==> src/rtl/algo_ncor2a_1r1w_sat.sv <==
// ============================================================================
// Module   : algo_ncor2a_1r1w_sat
// Purpose  : Multi-channel SRAM-backed counter engine (add/read/set, sat/wrap)
// Revision : 1.0 - initial release
// ============================================================================
`default_nettype none

module algo_ncor2a_1r1w_sat #(
    parameter int WIDTH      = 32,
    parameter int NUMCTPT    = 2,
    parameter int NUMADDR    = 8192,
    parameter int BITADDR    = 13,
    parameter int SRAM_DELAY = 2,
    parameter int SATURATE   = 1
) (
    input  logic                       clk,
    input  logic                       rst,
    input  logic [2*NUMCTPT-1:0]       ct_op,
    input  logic [BITADDR*NUMCTPT-1:0] ct_adr,
    input  logic [WIDTH*NUMCTPT-1:0]   imm,
    output logic [NUMCTPT-1:0]         ct_vld,
    output logic [WIDTH*NUMCTPT-1:0]   ct_dout,
    output logic [NUMCTPT-1:0]         ct_sat,
    output logic [NUMCTPT-1:0]         ct_serr,
    output logic [NUMCTPT-1:0]         ct_derr,
    output logic                       ready,
    output logic [NUMCTPT-1:0]         t1_writeA,
    output logic [BITADDR*NUMCTPT-1:0] t1_addrA,
    output logic [WIDTH*NUMCTPT-1:0]   t1_dinA,
    output logic [NUMCTPT-1:0]         t1_readB,
    output logic [BITADDR*NUMCTPT-1:0] t1_addrB,
    input  logic [WIDTH*NUMCTPT-1:0]   t1_doutB,
    input  logic [NUMCTPT-1:0]         t1_serrB,
    input  logic [NUMCTPT-1:0]         t1_derrB
);

    localparam logic [1:0] ST_IDLE  = 2'd0;
    localparam logic [1:0] ST_SWEEP = 2'd1;
    localparam logic [1:0] ST_READY = 2'd2;

    localparam logic [1:0] OP_ADD = 2'b01;
    localparam logic [1:0] OP_SET = 2'b11;

    localparam logic [BITADDR-1:0] LAST_ADDR = BITADDR'(NUMADDR - 1);

    logic [1:0]         state_q, state_d;
    logic [BITADDR-1:0] ptr_q, ptr_d;
    logic               sweep;

    always_comb begin
        state_d = state_q;
        ptr_d   = ptr_q;
        case (state_q)
            ST_IDLE:  state_d = ST_SWEEP;
            ST_SWEEP: begin
                if (ptr_q == LAST_ADDR) state_d = ST_READY;
                else                    ptr_d   = ptr_q + 1'b1;
            end
            ST_READY: state_d = ST_READY;
            default:  state_d = ST_IDLE;
        endcase
    end

    always_ff @(posedge clk or negedge rst) begin
        if (!rst) begin
            state_q <= ST_IDLE;
            ptr_q   <= '0;
        end else begin
            state_q <= state_d;
            ptr_q   <= ptr_d;
        end
    end

    assign sweep = (state_q == ST_SWEEP);
    assign ready = (state_q == ST_READY);

    for (genvar c = 0; c < NUMCTPT; c++) begin : g_ch
        logic [1:0]         op_in;
        logic [BITADDR-1:0] adr_in;
        logic [WIDTH-1:0]   imm_in;
        logic [WIDTH-1:0]   rdata;

        logic [SRAM_DELAY-1:0][1:0]         pop_q;
        logic [SRAM_DELAY-1:0][BITADDR-1:0] padr_q;
        logic [SRAM_DELAY-1:0][WIDTH-1:0]   pimm_q;

        logic [SRAM_DELAY-1:0]              hv_q;
        logic [SRAM_DELAY-1:0][BITADDR-1:0] hadr_q;
        logic [SRAM_DELAY-1:0][WIDTH-1:0]   hval_q;

        logic [1:0]         cop;
        logic [BITADDR-1:0] cadr;
        logic [WIDTH-1:0]   cimm;
        logic               fwd, serr_c, derr_c, sat_c, cvld, we;
        logic [WIDTH-1:0]   base, res;
        logic [WIDTH+1:0]   sum;

        logic               vld_q, sat_q, serr_q, derr_q;
        logic [WIDTH-1:0]   dout_q;

        assign op_in  = ready ? ct_op[c*2 +: 2] : 2'b00;
        assign adr_in = ct_adr[c*BITADDR +: BITADDR];
        assign imm_in = imm[c*WIDTH +: WIDTH];
        assign rdata  = t1_doutB[c*WIDTH +: WIDTH];

        assign cop  = pop_q[SRAM_DELAY-1];
        assign cadr = padr_q[SRAM_DELAY-1];
        assign cimm = pimm_q[SRAM_DELAY-1];

        always_comb begin
            fwd  = 1'b0;
            base = rdata;
            // Scan oldest to youngest so the most recent matching write-back wins.
            for (int s = SRAM_DELAY - 1; s >= 0; s--) begin
                if (hv_q[s] && (hadr_q[s] == cadr)) begin
                    fwd  = 1'b1;
                    base = hval_q[s];
                end
            end
            serr_c = !fwd && t1_serrB[c];
            derr_c = !fwd && t1_derrB[c];
            sum    = {2'b00, base} + {{2{cimm[WIDTH-1]}}, cimm};
            sat_c  = 1'b0;
            res    = base;
            case (cop)
                OP_ADD: begin
                    if ((SATURATE != 0) && sum[WIDTH+1]) begin
                        res   = '0;
                        sat_c = 1'b1;
                    end else if ((SATURATE != 0) && sum[WIDTH]) begin
                        res   = '1;
                        sat_c = 1'b1;
                    end else begin
                        res   = sum[WIDTH-1:0];
                    end
                end
                OP_SET:  res = cimm;
                default: res = base;
            endcase
            // An uncorrectable fetch scrubs the counter; a set still lands its value.
            if (derr_c) begin
                res   = (cop == OP_SET) ? cimm : '0;
                sat_c = 1'b0;
            end
            cvld = (cop != 2'b00);
            we   = cvld && ((cop == OP_ADD) || (cop == OP_SET) || derr_c);
        end

        always_ff @(posedge clk or negedge rst) begin
            if (!rst) begin
                pop_q  <= '0;
                padr_q <= '0;
                pimm_q <= '0;
                hv_q   <= '0;
                hadr_q <= '0;
                hval_q <= '0;
                vld_q  <= 1'b0;
                dout_q <= '0;
                sat_q  <= 1'b0;
                serr_q <= 1'b0;
                derr_q <= 1'b0;
            end else begin
                pop_q[0]  <= op_in;
                padr_q[0] <= adr_in;
                pimm_q[0] <= imm_in;
                hv_q[0]   <= we;
                hadr_q[0] <= cadr;
                hval_q[0] <= res;
                for (int s = 1; s < SRAM_DELAY; s++) begin
                    pop_q[s]  <= pop_q[s-1];
                    padr_q[s] <= padr_q[s-1];
                    pimm_q[s] <= pimm_q[s-1];
                    hv_q[s]   <= hv_q[s-1];
                    hadr_q[s] <= hadr_q[s-1];
                    hval_q[s] <= hval_q[s-1];
                end
                vld_q <= cvld;
                if (cvld) begin
                    dout_q <= res;
                    sat_q  <= sat_c;
                    serr_q <= serr_c;
                    derr_q <= derr_c;
                end
            end
        end

        assign t1_readB[c]                     = (op_in != 2'b00);
        assign t1_addrB[c*BITADDR +: BITADDR]  = adr_in;
        assign t1_writeA[c]                    = sweep || we;
        assign t1_addrA[c*BITADDR +: BITADDR]  = sweep ? ptr_q : cadr;
        assign t1_dinA[c*WIDTH +: WIDTH]       = sweep ? '0 : res;

        assign ct_vld[c]                 = vld_q;
        assign ct_dout[c*WIDTH +: WIDTH] = dout_q;
        assign ct_sat[c]                 = sat_q;
        assign ct_serr[c]                = serr_q;
        assign ct_derr[c]                = derr_q;
    end

endmodule

`default_nettype wire

==> config.mk <==
export PLATFORM = sky130hd
export DESIGN_NAME = algo_ncor2a_1r1w_sat
export DESIGN_NICKNAME = d
export VERILOG_FILES = /design/src/rtl/algo_ncor2a_1r1w_sat.sv
export SDC_FILE = /design/constraint.sdc
export NUM_CORES = 1
export LEC_CHECK = 0
export ABC_AREA = 0
export CORE_MARGIN = 5
export CORE_UTILIZATION = 55
export DETAILED_ROUTE_END_ITERATION = 16
export PLACE_DENSITY = 0.89
export SETUP_SLACK_MARGIN = 0.05
export SYNTH_ARGS = -nofsm -noshare
export SYNTH_HDL_FRONTEND = slang
export SYNTH_SLANG_ARGS = --single-unit
==> constraint.sdc <==
create_clock -name clk -period 8.84 [get_ports clk]
set_clock_uncertainty 0.1 [all_clocks]
set_input_delay 0.884 -clock clk [delete_from_list [all_inputs] [get_ports clk]]
set_output_delay 0.884 -clock clk [all_outputs]
set_load 0.03 [all_outputs]
==> flow_metrics.tcl <==
set metrics [dict create \
    dieWidth_um 208 \
    setup_viol 0 \
    cp_max_fo 35 \
    async_reset_ff_share_pct 100 \
    cts_buffers 46 \
    detail_route.iter0.violations 1808 \
    placement.cell_area_sq_um 25400 \
    post-route-period-util_pct 93.8 \
    top_usage_layer "met2" \
    hold_class "input port to asynchronous set/reset pin" \
    drt_wl_total_mm 69.5 \
    worstMarginPinSlew_ns 1.06 \
    switchingPower_uw 1310 \
    clk_pin_slew_worst_paths_ns 0.06 \
    yosysSeqAreaShare_pct 53.1 \
    cp-start-kind "flip-flop" \
    synth_top_area_share_pct 53.1 \
    io-pin-count 357 \
    dr_total_vias 18200 \
    portBuffers 356 \
    postRouteAntennaNets 0 \
    grt_pass1_wl_mm 108 \
    grtUsageTotal_pct 31.2 \
    power_frac_seq_pct 44.7 \
    register_area_sq_um 11500 \
    grtUsageMet1_pct 41.5 \
    cts_tree "built" \
    p_clk_share_pct 42.6 \
    syn_inst 2109 \
    core_area_sq_um 38800 \
    postCtsHoldBufs 0 \
    cts_setup_buffers 0 \
    synth-edff-count 0 \
    grt_use_met2_pct 51.2 \
    cp-end-kind "output pin" \
    met3_usage_pct 5.74 \
    cap_violations 0 \
    cp.required_ns 7.86 \
    regToRegSetupSlack_ns 2.76 \
    grt_pass1_vias 18300 \
    start_util_pct 55.7 \
    yosysWarnings 0 \
    grt_overflow 0 \
    mappedNetlistNets 2345 \
    multi_input_area_sq_um 9200 \
    root_buffer "clkbuf_16" \
    yosysUniqueCellTypes 75 \
    synth.ff_latch_count 459 \
    final_common_cell "dfrtp_1" \
    p_int_uw 3730 \
    fin_util_pct 69.8 \
    die-height_um 208 \
    post_cts_resized 0 \
    h-tree-depth 2 \
    rsz0062_at_grt "false" \
    grt_max_degree 184 \
    hold_ws_ns 0.222 \
    drive_gt1_share_pct 5.86 \
    rr_worst_depth 18 \
    setup_tns_ns 0 \
    nets 2640 \
    synthFlopType "dfrtp_1" \
    p_leak_uw 0.0115 \
    clkSinkCount 459 \
    period_needed_ns 8.30 \
    finalHoldViolations 0 \
    synth.avg_cell_area_sq_um 10.3 \
    clock_path_buffers 3 \
    crit_arrival_ns 7.31 \
    sw_frac_of_total_pct 26.0 \
    peakVddDrop_v 0.000141 \
    critPathKind "flip-flop to output pin" \
    synth_area_leaders "dfrtp_1 53%, nand2_1 4.5%, ha_1 4.0%, xnor2_1 3.8%, a21oi_1 3.8%" \
    antenna_found_initial 2 \
    clock_latency_ns 0.59 \
    yosys.area.top_type "dfrtp_1" \
    powerDensity_nw_per_um2 186 \
    pwr-share-comb_pct 12.7 \
    area_growth_pct 25.3 \
    drc 0 \
    final_cell_mix "459 x dfrtp_1, 355 x clkdlybuf4s50_1, 258 x nand2_1" \
    power_uw 5030 \
    dr.pass1.iters 9 \
    gp_congestion 0.969 \
    status "finished clean" \
    vias_per_cell 6.14 \
    syn_area_sq_um 21600 \
    relSlewSlack_pct 29.1 \
    hpwl_mm 49.1 \
    row_count 72 \
    max_freq_mhz 121 \
    design_area_sq_um 27100 \
    drv_slew 0 \
    die_area_sq_um 43400 \
    fillers 2752 \
    drt-wirelength-per-cell_um 23.5 \
]
[final timing paths]
check,start,endpoint
worst max-delay path,g_ch[0].cadr[3]$_DFF_PN0_,t1_dinA[2]
worst min-delay path,rst,g_ch[0].pimm_q[2]$_DFF_PN0_
worst max register to register,g_ch[0].cadr[3]$_DFF_PN0_,g_ch[0].dout_q[12]$_DFFE_PN0P_
worst min register to register,g_ch[1].padr_q[9]$_DFF_PN0_,g_ch[1].cadr[9]$_DFF_PN0_
max in group asynchronous,rst,g_ch[1].dout_q[14]$_DFFE_PN0P_
min in group clk,g_ch[1].padr_q[9]$_DFF_PN0_,g_ch[1].cadr[9]$_DFF_PN0_
[through the flow]
stage | std cells | worst slack, ns
3_5_place_dp | 2874 | 1.40
3_3_place_gp | 2874 | 1.64
6_report | 2961 | 0.545
4_1_cts | 2960 | 0.643
2_1_floorplan | 2109 | 2.71
5_1_grt | 2960 | 0.290
[routing by layer]
metal  wire (um)  vias up
met2       33300     1089
met1       27100     8791
met5          13        -
met3        6140      212
li1            -     8073
met4        2900        2
[Yosys cell counts (17+ instances only)]
library cell and instances:
o21bai_1 17, clkbuf_1 71, inv_1 83, nor3_1 19
a211oi_1 26, o21ai_0 164, ha_1 70, a222oi_1 17
a22oi_1 18, nand4_1 30, and2_1 20, a31oi_1 38
xor2_1 22, a21o_1 31, o211ai_1 19, xnor2_1 95
dfrtp_1 459, buf_4 36, mux2i_1 66, nor2_1 115
a21oi_1 166, buf_2 23, nand3_1 26, nand2_1 258
o21a_1 21
[cells by family after synthesis]
| group | after synthesis | share of synthesized area (%) |
|---|---|---|
| DFF | 459 | 53.1 |
| AOI/OAI and AO/OA | 630 | 18.7 |
| xor gates and xnor gates | 118 | 4.81 |
| and+or+nand+nor | 539 | 11.2 |
| muxes | 71 | 3.32 |
| adders and majority gates | 72 | 4.23 |
| buffers and inverters | 220 | 4.65 |
[power groups by stage]
stage	Combinational [uW]	Clock, uW	Sequential, uW
after floorplan	380	0	2270
after global placement	619	0	2280
after CTS	632	2170	2250
after detailed placement	624	0	2290
after global routing	693	2250	2260
final	641	2140	2250
[state kept, by name, indices dropped and copies added (netlist names)]
register     flops
g_ch.cadr       26
g_ch.cimm       64
g_ch.cop         4
g_ch.derr_q      2
g_ch.dout_q     64
g_ch.hadr_q     52
g_ch.hv_q        4
g_ch.hval_q    128
g_ch.padr_q     26
g_ch.pimm_q     64
g_ch.pop_q       4
g_ch.sat_q       2
g_ch.serr_q      2
g_ch.vld_q       2
ptr_q           13
state_q          2
[worst max-delay path, stage by stage (launching register included)]
cell,delay (ns)
dfrtp_1,0.45
xnor2_1,0.18
nand4_1,0.14
nor4_2,0.31
buf_4,0.58
mux2i_1,0.15
o21ai_0,0.35
ha_1,0.28
inv_1,0.07
fa_1,0.45
nand2b_1,0.19
a21oi_1,0.18
o21a_1,0.23
a41oi_4,0.19
a211oi_2,0.38
o41ai_4,0.18
mux2i_2,0.63
buf_4,0.31
o21ai_0,0.22
a211oi_1,0.45
clkdlybuf4s50_1,0.75
[area by class of cell]
type | instances | area share, %
Inverter | 86 | 1.19
Timing Repair Buffer | 381 | 13.9
Antenna cell | 1 | 0.00923
Clock inverter | 26 | 1.25
Tap cell | 518 | 2.39
Multi-Input combinational cell | 1430 | 33.9
Clock buffer | 60 | 4.92
Sequential cell | 459 | 42.4
No activity file was read; power rests on OpenSTA's default activity.
